**config.mk**
```make
export PLATFORM = sky130hd
export DESIGN_NAME = multi_list_buffer_flat
export DESIGN_NICKNAME = d
export VERILOG_FILES = /design/src/rtl/multi_list_buffer_pkg.sv /design/src/rtl/multi_list_buffer_if.sv /design/src/rtl/multi_list_mem.sv /design/src/rtl/multi_list_buffer.sv /design/src/flat_wrapper.sv
export SDC_FILE = /design/constraint.sdc
export NUM_CORES = 1
export LEC_CHECK = 0
export CAP_MARGIN = 20
export CORE_UTILIZATION = 55
export CTS_CLUSTER_DIAMETER = 150
export DETAILED_ROUTE_END_ITERATION = 7
export PLACE_DENSITY = 0.81
export SLEW_MARGIN = 20
export SYNTH_ARGS = -nofsm -noshare
export SYNTH_HDL_FRONTEND = slang
export SYNTH_SLANG_ARGS = --single-unit
```
**constraint.sdc**
```tcl
create_clock -name clk -period 6 [get_ports clk]
set_input_delay 0.6 -clock clk [delete_from_list [all_inputs] [get_ports clk]]
set_output_delay 0.6 -clock clk [all_outputs]
set_load 0.01 [all_outputs]
```
**src/rtl/multi_list_buffer_pkg.sv**
```systemverilog
// Shared definitions for the multi-list buffer and its neighbouring arbiter blocks:
// width helper and the reset ordering of the free list.
package multi_list_pkg;

    // Free list starts at entry 0 and is linked in ascending order.
    localparam int FREE_HEAD_RESET = 0;

    // $clog2 with a floor of 1 so a single-list build still gets a 1-bit select.
    function automatic int clog2_min1(input int n);
        int r;
        r = $clog2(n);
        return (r < 1) ? 1 : r;
    endfunction

    // Reset value of next[j]: entries chained in order, last entry wraps to 0.
    function automatic int reset_next(input int j, input int n);
        return (j + 1) % n;
    endfunction

endpackage

```
**src/rtl/multi_list_buffer_if.sv**
```systemverilog
// Push/pop request and status bundle between the ingress classifier (master)
// and the multi-list buffer (slave).
interface multi_list_buffer_if
    import multi_list_pkg::*;
#(
    parameter int NUM_ELEMS  = 8,
    parameter int NUM_LISTS  = 4,
    parameter int DATA_WIDTH = 16
);
    localparam int LIST_WIDTH = clog2_min1(NUM_LISTS);
    localparam int CNT_WIDTH  = $clog2(NUM_ELEMS + 1);

    logic                            push_valid;
    logic [LIST_WIDTH-1:0]           push_list;
    logic [DATA_WIDTH-1:0]           push_data;
    logic                            pop_valid;
    logic [LIST_WIDTH-1:0]           pop_list;
    logic                            pop_data_valid;
    logic [DATA_WIDTH-1:0]           pop_data;
    logic                            full;
    logic [NUM_LISTS-1:0]            empty;
    logic [NUM_LISTS*CNT_WIDTH-1:0]  list_count;
    logic [CNT_WIDTH-1:0]            free_count;
    logic                            overflow;
    logic                            underflow;

    modport master (
        output push_valid, push_list, push_data, pop_valid, pop_list,
        input  pop_data_valid, pop_data, full, empty, list_count, free_count,
               overflow, underflow
    );

    modport slave (
        input  push_valid, push_list, push_data, pop_valid, pop_list,
        output pop_data_valid, pop_data, full, empty, list_count, free_count,
               overflow, underflow
    );

endinterface

```
**src/rtl/multi_list_mem.sv**
```systemverilog
// Entry storage: payload plus next pointer per entry. One payload write port,
// two next-pointer write ports (list link and free-list link, never the same
// entry in one cycle) and two combinational read ports.
module multi_list_mem
    import multi_list_pkg::*;
#(
    parameter int NUM_ELEMS  = 8,
    parameter int DATA_WIDTH = 16,
    parameter int PTR_WIDTH  = 3
) (
    input  logic                  clk,
    input  logic                  rst,
    input  logic                  data_we,
    input  logic [PTR_WIDTH-1:0]  data_addr,
    input  logic [DATA_WIDTH-1:0] data_wdata,
    input  logic                  link_we,
    input  logic [PTR_WIDTH-1:0]  link_addr,
    input  logic [PTR_WIDTH-1:0]  link_wdata,
    input  logic                  free_we,
    input  logic [PTR_WIDTH-1:0]  free_addr,
    input  logic [PTR_WIDTH-1:0]  free_wdata,
    input  logic [PTR_WIDTH-1:0]  rd_a_addr,
    output logic [PTR_WIDTH-1:0]  rd_a_next,
    input  logic [PTR_WIDTH-1:0]  rd_b_addr,
    output logic [DATA_WIDTH-1:0] rd_b_data,
    output logic [PTR_WIDTH-1:0]  rd_b_next
);

    logic [DATA_WIDTH-1:0] data_mem [NUM_ELEMS];
    logic [PTR_WIDTH-1:0]  next_mem [NUM_ELEMS];

    // Payload write; contents need no reset since counts gate every read.
    always_ff @(posedge clk) begin
        if (data_we) begin
            data_mem[data_addr] <= data_wdata;
        end
    end

    // Next pointers: reset builds the initial free chain, then two link writers.
    always_ff @(posedge clk) begin
        if (rst) begin
            for (int j = 0; j < NUM_ELEMS; j++) begin
                next_mem[j] <= PTR_WIDTH'(reset_next(j, NUM_ELEMS));
            end
        end else begin
            if (link_we) begin
                next_mem[link_addr] <= link_wdata;
            end
            if (free_we) begin
                next_mem[free_addr] <= free_wdata;
            end
        end
    end

    assign rd_a_next = next_mem[rd_a_addr];
    assign rd_b_data = data_mem[rd_b_addr];
    assign rd_b_next = next_mem[rd_b_addr];

endmodule

```
**src/rtl/multi_list_buffer.sv**
```systemverilog
// NUM_LISTS FIFO queues sharing one pool of linked entries with an internal
// free list. One push and one pop per cycle on any lists; registered pop data.
module multi_list_buffer
    import multi_list_pkg::*;
#(
    parameter int NUM_ELEMS  = 8,
    parameter int NUM_LISTS  = 4,
    parameter int DATA_WIDTH = 16
) (
    input  logic              clk,
    input  logic              rst,
    multi_list_buffer_if.slave bus
);

    localparam int PTR_WIDTH  = $clog2(NUM_ELEMS);
    localparam int LIST_WIDTH = clog2_min1(NUM_LISTS);
    localparam int CNT_WIDTH  = $clog2(NUM_ELEMS + 1);

    localparam logic [LIST_WIDTH:0]  LIST_LIMIT = (LIST_WIDTH + 1)'(NUM_LISTS);
    localparam logic [CNT_WIDTH-1:0] CNT_ZERO   = '0;
    localparam logic [CNT_WIDTH-1:0] CNT_ONE    = CNT_WIDTH'(1);
    localparam logic [CNT_WIDTH-1:0] CNT_ALL    = CNT_WIDTH'(NUM_ELEMS);

    // Per-list state gathered into arrays for indexed access.
    logic [PTR_WIDTH-1:0]  head_arr  [NUM_LISTS];
    logic [PTR_WIDTH-1:0]  tail_arr  [NUM_LISTS];
    logic [CNT_WIDTH-1:0]  count_arr [NUM_LISTS];

    logic [PTR_WIDTH-1:0]  free_head_reg, free_head_next;
    logic [PTR_WIDTH-1:0]  free_tail_reg, free_tail_next;
    logic [CNT_WIDTH-1:0]  free_count_reg, free_count_next;

    logic                  pop_data_valid_reg;
    logic [DATA_WIDTH-1:0] pop_data_reg;
    logic                  overflow_reg;
    logic                  underflow_reg;

    logic                  full;
    logic                  push_in_range, pop_in_range;
    logic [LIST_WIDTH-1:0] push_sel, pop_sel;
    logic                  push_acc, pop_acc;
    logic [PTR_WIDTH-1:0]  pop_head, push_tail;
    logic [CNT_WIDTH-1:0]  pop_count, push_count;
    logic                  link_we, free_we;

    logic [PTR_WIDTH-1:0]  free_next;
    logic [DATA_WIDTH-1:0] pop_rdata;
    logic [PTR_WIDTH-1:0]  pop_next;

    assign full = (free_count_reg == CNT_ZERO);

    // Request decode: range checks, clamped selects and acceptance.
    always_comb begin
        push_in_range = ({1'b0, bus.push_list} < LIST_LIMIT);
        pop_in_range  = ({1'b0, bus.pop_list} < LIST_LIMIT);
        push_sel      = push_in_range ? bus.push_list : '0;
        pop_sel       = pop_in_range ? bus.pop_list : '0;
        pop_head      = head_arr[pop_sel];
        pop_count     = count_arr[pop_sel];
        push_tail     = tail_arr[push_sel];
        push_count    = count_arr[push_sel];
        push_acc      = bus.push_valid & ~full & push_in_range;
        pop_acc       = bus.pop_valid & pop_in_range & (pop_count != CNT_ZERO);
        // Link the new entry behind the tail unless the list is being replaced
        // wholesale (count 1 popped and pushed together) or starts empty.
        link_we       = push_acc & (push_count != CNT_ZERO) &
                        ~(pop_acc & (pop_sel == push_sel) & (push_count == CNT_ONE));
    end

    // Free list: take from head on push, append freed entry on pop.
    always_comb begin
        free_head_next  = free_head_reg;
        free_tail_next  = free_tail_reg;
        free_count_next = free_count_reg;
        free_we         = 1'b0;
        if (push_acc && pop_acc) begin
            if (free_count_reg == CNT_ONE) begin
                // Only free entry is taken; the returned one becomes the sole entry.
                free_head_next = pop_head;
                free_tail_next = pop_head;
            end else begin
                free_head_next = free_next;
                free_tail_next = pop_head;
                free_we        = 1'b1;
            end
        end else if (push_acc) begin
            free_head_next  = free_next;
            free_count_next = free_count_reg - CNT_ONE;
        end else if (pop_acc) begin
            if (free_count_reg == CNT_ZERO) begin
                free_head_next = pop_head;
            end else begin
                free_we = 1'b1;
            end
            free_tail_next  = pop_head;
            free_count_next = free_count_reg + CNT_ONE;
        end
    end

    // Free list registers.
    always_ff @(posedge clk) begin
        if (rst) begin
            free_head_reg  <= PTR_WIDTH'(FREE_HEAD_RESET);
            free_tail_reg  <= PTR_WIDTH'(NUM_ELEMS - 1);
            free_count_reg <= CNT_ALL;
        end else begin
            free_head_reg  <= free_head_next;
            free_tail_reg  <= free_tail_next;
            free_count_reg <= free_count_next;
        end
    end

    genvar gi;
    generate
        for (gi = 0; gi < NUM_LISTS; gi++) begin : gen_list
            logic [PTR_WIDTH-1:0] head_reg, head_next;
            logic [PTR_WIDTH-1:0] tail_reg, tail_next;
            logic [CNT_WIDTH-1:0] count_reg, count_next;
            logic                 push_hit, pop_hit;

            assign push_hit = push_acc & (push_sel == LIST_WIDTH'(gi));
            assign pop_hit  = pop_acc & (pop_sel == LIST_WIDTH'(gi));

            // Head/tail/count update for this list.
            always_comb begin
                head_next  = head_reg;
                tail_next  = tail_reg;
                count_next = count_reg;
                case ({push_hit, pop_hit})
                    2'b10: begin
                        if (count_reg == CNT_ZERO) begin
                            head_next = free_head_reg;
                        end
                        tail_next  = free_head_reg;
                        count_next = count_reg + CNT_ONE;
                    end
                    2'b01: begin
                        head_next  = pop_next;
                        count_next = count_reg - CNT_ONE;
                    end
                    2'b11: begin
                        head_next = (count_reg == CNT_ONE) ? free_head_reg : pop_next;
                        tail_next = free_head_reg;
                    end
                    default: ;
                endcase
            end

            // List registers.
            always_ff @(posedge clk) begin
                if (rst) begin
                    head_reg  <= '0;
                    tail_reg  <= '0;
                    count_reg <= CNT_ZERO;
                end else begin
                    head_reg  <= head_next;
                    tail_reg  <= tail_next;
                    count_reg <= count_next;
                end
            end

            assign head_arr[gi]  = head_reg;
            assign tail_arr[gi]  = tail_reg;
            assign count_arr[gi] = count_reg;

            assign bus.empty[gi]                                = (count_reg == CNT_ZERO);
            assign bus.list_count[gi*CNT_WIDTH +: CNT_WIDTH]    = count_reg;
        end
    endgenerate

    // Registered pop result; data holds its last value between pops.
    always_ff @(posedge clk) begin
        if (rst) begin
            pop_data_valid_reg <= 1'b0;
            pop_data_reg       <= '0;
        end else begin
            pop_data_valid_reg <= pop_acc;
            if (pop_acc) begin
                pop_data_reg <= pop_rdata;
            end
        end
    end

    // Sticky error flags, cleared only by reset.
    always_ff @(posedge clk) begin
        if (rst) begin
            overflow_reg  <= 1'b0;
            underflow_reg <= 1'b0;
        end else begin
            if (bus.push_valid && !push_acc) begin
                overflow_reg <= 1'b1;
            end
            if (bus.pop_valid && !pop_acc) begin
                underflow_reg <= 1'b1;
            end
        end
    end

    multi_list_mem #(
        .NUM_ELEMS  (NUM_ELEMS),
        .DATA_WIDTH (DATA_WIDTH),
        .PTR_WIDTH  (PTR_WIDTH)
    ) u_mem (
        .clk        (clk),
        .rst        (rst),
        .data_we    (push_acc),
        .data_addr  (free_head_reg),
        .data_wdata (bus.push_data),
        .link_we    (link_we),
        .link_addr  (push_tail),
        .link_wdata (free_head_reg),
        .free_we    (free_we),
        .free_addr  (free_tail_reg),
        .free_wdata (pop_head),
        .rd_a_addr  (free_head_reg),
        .rd_a_next  (free_next),
        .rd_b_addr  (pop_head),
        .rd_b_data  (pop_rdata),
        .rd_b_next  (pop_next)
    );

    assign bus.full           = full;
    assign bus.free_count     = free_count_reg;
    assign bus.pop_data_valid = pop_data_valid_reg;
    assign bus.pop_data       = pop_data_reg;
    assign bus.overflow       = overflow_reg;
    assign bus.underflow      = underflow_reg;

endmodule

```
**src/flat_wrapper.sv**
```systemverilog
// flat-port wrapper written by rule: the top's interface ports become plain ports
module multi_list_buffer_flat import multi_list_pkg::*;
#(
    parameter int NUM_ELEMS  = 8,
    parameter int NUM_LISTS  = 4,
    parameter int DATA_WIDTH = 16
)
  (clk, rst, bus_push_valid, bus_push_list, bus_push_data, bus_pop_valid, bus_pop_list, bus_pop_data_valid, bus_pop_data, bus_full, bus_empty, bus_list_count, bus_free_count, bus_overflow, bus_underflow);
  multi_list_buffer_if #(.NUM_ELEMS(NUM_ELEMS), .NUM_LISTS(NUM_LISTS), .DATA_WIDTH(DATA_WIDTH)) bus_i ();
  input  logic clk;
  input  logic rst;
  input wire logic [$bits(bus_i.push_valid)-1:0] bus_push_valid;
  input wire logic [$bits(bus_i.push_list)-1:0] bus_push_list;
  input wire logic [$bits(bus_i.push_data)-1:0] bus_push_data;
  input wire logic [$bits(bus_i.pop_valid)-1:0] bus_pop_valid;
  input wire logic [$bits(bus_i.pop_list)-1:0] bus_pop_list;
  output wire logic [$bits(bus_i.pop_data_valid)-1:0] bus_pop_data_valid;
  output wire logic [$bits(bus_i.pop_data)-1:0] bus_pop_data;
  output wire logic [$bits(bus_i.full)-1:0] bus_full;
  output wire logic [$bits(bus_i.empty)-1:0] bus_empty;
  output wire logic [$bits(bus_i.list_count)-1:0] bus_list_count;
  output wire logic [$bits(bus_i.free_count)-1:0] bus_free_count;
  output wire logic [$bits(bus_i.overflow)-1:0] bus_overflow;
  output wire logic [$bits(bus_i.underflow)-1:0] bus_underflow;
  assign bus_i.push_valid = bus_push_valid;
  assign bus_i.push_list = bus_push_list;
  assign bus_i.push_data = bus_push_data;
  assign bus_i.pop_valid = bus_pop_valid;
  assign bus_i.pop_list = bus_pop_list;
  assign bus_pop_data_valid = bus_i.pop_data_valid;
  assign bus_pop_data = bus_i.pop_data;
  assign bus_full = bus_i.full;
  assign bus_empty = bus_i.empty;
  assign bus_list_count = bus_i.list_count;
  assign bus_free_count = bus_i.free_count;
  assign bus_overflow = bus_i.overflow;
  assign bus_underflow = bus_i.underflow;
  multi_list_buffer #(.NUM_ELEMS(NUM_ELEMS), .NUM_LISTS(NUM_LISTS), .DATA_WIDTH(DATA_WIDTH)) u_core (.clk(clk), .rst(rst), .bus(bus_i));
endmodule
```
==> results of run 1 <==
[cell usage in the layout, fill, tap and decap left out, types with 22 or more instances in the layout]
cell             Yosys  final
nand2_1             61     61
ha_1                31     31
a21oi_1             43     43
o21ai_0             38     38
mux2i_1             28     28
nand3_1             22     22
nor3_1              32     28
clkdlybuf4s50_1      0     66
nor2_1              78     78
inv_1               27     27
edfxtp_1           152    152
mux4_2              46     46
clkbuf_16            0     25
o22ai_1             27     27
dfxtp_1             72     72
[cell usage after synthesis, types with 5 or more instances]
cell type,count,area (um2)
a31oi_1,7,43.8
xnor2_1,7,61.3
nand2_1,61,229
a21oi_1,43,215
o21ai_0,38,190
nor2_1,78,293
nor4_1,16,100
mux4_2,46,1040
nor2b_1,5,31.3
ha_1,31,388
nand3b_1,6,45.0
buf_2,13,65.1
nand2b_1,9,56.3
mux2i_1,28,280
xor2_1,11,96.3
mux2_2,5,56.3
o22ai_1,27,169
a211oi_1,7,52.6
a211o_1,5,43.8
nor3_1,32,160
or2_2,6,37.5
edfxtp_1,152,4560
buf_1,11,41.3
clkbuf_1,25,93.8
nand3_1,22,110
inv_1,27,101
dfxtp_1,72,1440
[layout make-up]
type	instances	area, um2	area share
clock inverters	17	196	0.0158
clock buffers	29	651	0.0524
flip-flops and latches	224	6010	0.483
repair buffers	82	778	0.0626
multi-input cells	561	4360	0.351
inverters	29	111	0.00896
well taps	260	325	0.0262
[where the power goes]
part | total (mW) | leakage (nW) | internal [mW] | switching, mW
sequential | 1.82 | 1.96 | 1.74 | 0.0714
combinational | 0.640 | 1.74 | 0.275 | 0.366
clock | 1.57 | 0.411 | 0.952 | 0.617
total | 4.02 | 4.11 | 2.97 | 1.05
[critical path: stages, from the launching register on]
cell,delay (ps)
dfxtp_1,400
inv_1,90
ha_1,220
nor3b_1,420
nand2b_1,560
clkinv_1,400
ha_1,320
a21o_1,210
a21oi_1,430
or3b_2,490
o32ai_1,400
nor2_1,60
o21ai_0,200
[metal layers]
| metal | GRT usage | routed length [um] | vias to the layer above | part of all wire |
|---|---|---|---|---|
| met5 | 0 | 0 | - | 0 |
| met4 | 0.0968 | 731 | 0 | 0.028 |
| met3 | 0.0459 | 2100 | 70 | 0.081 |
| met2 | 0.445 | 12800 | 383 | 0.49 |
| met1 | 0.347 | 10400 | 3673 | 0.40 |
| li1 | - | - | 3418 | - |
[logic make-up after synthesis]
| logic type | count (synthesis) |
|---|---|
| compound gates | 167 |
| xor+xnor | 18 |
| fa+ha+maj | 31 |
| buf+inv | 84 |
| flops | 224 |
| mux | 79 |
| simple gates | 266 |
[through the flow]
| stage | std cells | power [mW] |
|---|---|---|
| after floorplan | 869 | 2.24 |
| after global placement | 1156 | 2.45 |
| after detailed placement | 1156 | 2.47 |
| after CTS | 1202 | 4.03 |
| after global routing | 1202 | 4.16 |
| final | 1202 | 4.02 |
[how the worst max path moves through the flow]
stage,end,depth (start not counted),start,slack (ps)
4_1_cts,u_core.u_mem.next_mem[2][1],12,u_core.bus.free_count[0],1570
2_1_floorplan,u_core.u_mem.next_mem[2][0],13,u_core.gen_list[0].count_reg[0],2070
3_3_place_gp,u_core.u_mem.next_mem[2][2],12,bus_pop_list[0],1300
3_5_place_dp,u_core.u_mem.next_mem[2][1],12,bus_pop_list[0],1110
6_report,u_core.u_mem.next_mem[2][2],12,u_core.bus.free_count[0],1460
5_1_grt,u_core.u_mem.next_mem[2][0],12,bus_pop_list[0],1150
==> impl_metrics.json, run 1 <==
{
  "grt_pass1_wl_um": 40300,
  "async_flop_share": 0,
  "r2r_cells": 12,
  "start_util": 0.566,
  "grt_max_degree": 53,
  "routed_wl_um": 26000,
  "vias_per_cell": 6.28,
  "dp_hpwl_um": 16100,
  "clockRootBuffer": "clkbuf_16",
  "die_w_um": 141,
  "layout_setup_ws_ps": 1460,
  "timing.final.crit_share": 0.757,
  "yosysWarningCount": 0,
  "vias": 7544,
  "drc": 0,
  "cts_tree": "built",
  "hold_violations": 0,
  "ant_nets": 0,
  "clock_path_buffers": 3,
  "synth_compound_area_frac": 0.103,
  "ys_seq_area_frac": 0.562,
  "crit_type": "flip-flop to flip-flop",
  "path_max_fanout": 13,
  "fillers": 1366,
  "powerDensity_nw_per_um2": 324,
  "routedWlPerCell_um": 21.6,
  "largest_registers": "u_core.u_mem.data_mem x128, u_core.u_mem.next_mem x24",
  "clock_latency_ps": 520,
  "worstMarginPinSlew_ps": 1080,
  "max-cap-violations": 0,
  "top_register": "u_core.u_mem.data_mem",
  "portBuffers": 67,
  "cts.sinks": 224,
  "antenna_found_initial": 0,
  "slew_viol_final": 0,
  "area_delta_synth_final_pct": 16.2,
  "timing.hold.ws_ps": 462,
  "holdPathStages": 2,
  "min_path_type": "flip-flop to flip-flop",
  "status": "complete, no violations",
  "ir_worst_vdd_mv": 0.271,
  "synthSimpleGateAreaFrac": 0.123,
  "gr-total-overflow": 0,
  "p_leak_nw": 4.11,
  "reg2reg_slack_ps": 1460,
  "slew-limit-headroom": 0.277,
  "die_area_um2": 20000,
  "largest_reg_flops": 128,
  "synth.cell_area_um2": 10700,
  "postCtsSetupBuffers": 0,
  "r2r-end": "u_core.u_mem.next_mem[2][2]",
  "skew_ps": 14.4,
  "finish.utilization": 0.658,
  "setup-violations-final": 0,
  "clkSlewWorstSetupHoldPaths_ps": 70,
  "synth_nets": 924,
  "start_kind": "flip-flop",
  "ys_types": 67,
  "fin_tns_setup_ps": 0,
  "ys_seq_elements": 224,
  "grt_pass1_vias": 7324,
  "core_um2": 18900,
  "reg2reg_from": "u_core.bus.free_count[0]",
  "synthMuxAreaShare": 0.128,
  "worstPathRequired_ps": 6180,
  "antennaDiodeCount": 0,
  "placed_area_um2": 11600,
  "worst_ep_arrival_time_ps": 4720,
  "syn_avg_cell_area_um2": 12.3,
  "critPathCaptureType": "flip-flop",
  "fmax_ghz": 0.220,
  "postSynthCellCount": 869,
  "pre_cts_slack_ps": 1110,
  "synthAdderAreaFrac": 0.0363,
  "drive_gt1_frac": 0.139,
  "min_period_ps": 4540,
  "whs_endpoint": "u_core.gen_list[0].tail_reg[0]",
  "track_usage": 0.264,
  "final_area_um2": 12400,
  "fin_nets": 978,
  "synth_xor_xnor_area_share": 0.0147,
  "fp-row-count": 50,
  "cts_hold_buf": 0,
  "synth_edf_count": 152,
  "rsz0062_at_grt": "false",
  "ys.flop_type": "edfxtp_1",
  "num_io_pins": 68,
  "drt-pass1-iter-count": 5,
  "hold_start": "u_core.gen_list[0].tail_reg[0]",
  "gp_congestion": 0.860,
  "cts_resized": 0,
  "cts_max_level": 1,
  "die_h_um": 141,
  "synth_top_family_by_area": "multiplexers",
  "cts_buffers": 25,
  "drt-initial-drc-count": 736
}
No activity file was read; power rests on OpenSTA's default activity.
==> run 2: changes to the inputs <==
- CORE_UTILIZATION: 55 -> 54
- PLACE_DENSITY: 0.81 -> 0.83
- clock period: 6 -> 4 ns (I/O delays scaled with it)
==> impl_metrics.json, run 2 (synthesized netlist as in run 1, its figures left out) <==
{
  "drt-initial-drc-count": 876,
  "rsz0062_at_grt": "false",
  "min_period_ps": 3590,
  "postCtsSetupBuffers": 0,
  "cts_resized": 0,
  "clockRootBuffer": "clkbuf_16",
  "num_io_pins": 68,
  "p_clk_frac": 0.363,
  "path_max_fanout": 25,
  "intPower_mw": 4.25,
  "start_util": 0.549,
  "cts.sinks": 224,
  "fin_tns_setup_ps": 0,
  "cts_hold_buf": 0,
  "ir_worst_vdd_mv": 0.415,
  "gp_congestion": 0.862,
  "area_delta_synth_final_pct": 16.2,
  "timing.hold.ws_ps": 386,
  "largest_reg_flops": 128,
  "critPathTopFamily": "compound AO/OA/AOI/OAI gates",
  "grt_max_degree": 39,
  "drc": 0,
  "antenna_found_initial": 0,
  "grt_pass1_vias": 7484,
  "pwr-share-seq": 0.470,
  "grt_pass1_wl_um": 40600,
  "top_register": "u_core.u_mem.data_mem",
  "fmax_ghz": 0.278,
  "die_w_um": 143,
  "start_kind": "flip-flop",
  "vias": 7692,
  "fin_nets": 989,
  "clock_path_buffers": 3,
  "slew_viol_final": 0,
  "gr-total-overflow": 0,
  "antennaDiodeCount": 0,
  "timing.final.crit_share": 0.898,
  "reg2reg_slack_ps": 410,
  "cts_buffers": 22,
  "clkSlewWorstSetupHoldPaths_ps": 60,
  "cts_max_level": 1,
  "hold_start": "rst",
  "status": "complete, no violations",
  "crit_type": "flip-flop to flip-flop",
  "ff_latch_area_um2": 6010,
  "die_h_um": 143,
  "dp_hpwl_um": 16300,
  "fp-row-count": 51,
  "finish.utilization": 0.638,
  "max-cap-violations": 0,
  "worst_ep_arrival_time_ps": 3940,
  "hold_violations": 0,
  "worstMarginPinSlew_ps": 1070,
  "core_um2": 19500,
  "drive_gt1_frac": 0.145,
  "setup-violations-final": 0,
  "track_usage": 0.263,
  "ant_nets": 0,
  "vias_per_cell": 6.33,
  "cpPeakStageDelay_ps": 890,
  "slew-limit-headroom": 0.286,
  "final_common_cell": "edfxtp_1",
  "p_leak_nw": 4.12,
  "critPathCaptureType": "flip-flop",
  "clock_latency_ps": 520,
  "reg2reg_from": "u_core.gen_list[0].count_reg[0]",
  "min_path_type": "input pin to flip-flop",
  "multi_input_area_um2": 4360,
  "routed_wl_um": 26200,
  "cp-startpoint": "u_core.gen_list[0].count_reg[0]",
  "drt-pass1-iter-count": 5,
  "worstPathRequired_ps": 4340,
  "skew_ps": 20.0,
  "p_switching_mw": 1.55,
  "critPathSlowestCell": "a2111oi_0",
  "layout_common_cells": "152 x edfxtp_1, 78 x nor2_1, 72 x dfxtp_1",
  "crit_chain": "or4_1, or3_4, nand4_4, inv_4, buf_4, nand2_1, inv_1, ha_1, a2111oi_0, a221o_1, a311oi_1",
  "switching_share": 0.267,
  "routedWlPerCell_um": 21.5,
  "die_area_um2": 20400,
  "portBuffers": 67,
  "fillers": 1390,
  "cp.buffers_inverters": 3,
  "largest_registers": "u_core.u_mem.data_mem x128, u_core.u_mem.next_mem x24",
  "powerDensity_nw_per_um2": 467,
  "p_comb_frac": 0.168,
  "cts_tree": "built"
}
-- run 2: cell count changes in the layout (fill, tap and decap cells not counted), sizes merged --
cell / previous run / this run
buf: 16 / 30
bufinv: 4 / 3
clkbuf: 29 / 25
clkinv: 10 / 11
inv: 30 / 28
-- run 2: per-stage QoR --
step	total power, mW	std cells	instance area, um2	setup WS [ps]
finish	5.80	1215	12400	407
detailed placement	3.71	1175	11700	205
global route	5.99	1215	12400	267
global placement	3.68	1175	11700	365
CTS	5.80	1215	12400	477
floorplan	3.36	869	10700	73.1
-- run 2: final cells by class --
type | count | share of cell area
clock inverters | 15 | 0.0140
clock buffers | 25 | 0.0452
well taps | 265 | 0.0267
repair buffers | 96 | 0.0711
multi-input cells | 561 | 0.351
flip-flops and latches | 224 | 0.483
inverters | 29 | 0.00896
-- run 2: path summary, 6_finish.rpt --
path	depth (start not counted)	end
worst min register to register	2	u_core.gen_list[3].tail_reg[0]
worst max-delay path	11	u_core.gen_list[2].head_reg[2]
worst min-delay path	2	u_core.gen_list[1].count_reg[3]
worst max register to register	11	u_core.gen_list[2].head_reg[2]
-- run 2: metal layers --
layer / global-route usage / up-vias / wire, um
met2: 0.417 / 436 / 12500
li1: - / 3430 / -
met3: 0.0510 / 86 / 2360
met4: 0.108 / 0 / 893
met5: 0 / - / 0
met1: 0.356 / 3740 / 10400
-- run 2: power groups by stage --
stage	combinational, mW	clock, mW	sequential [mW]
finish	0.972	2.10	2.72
global route	1.05	2.20	2.74
CTS	0.962	2.12	2.72
detailed placement	0.947	0	2.77
global placement	0.921	0	2.76
floorplan	0.610	0	2.75
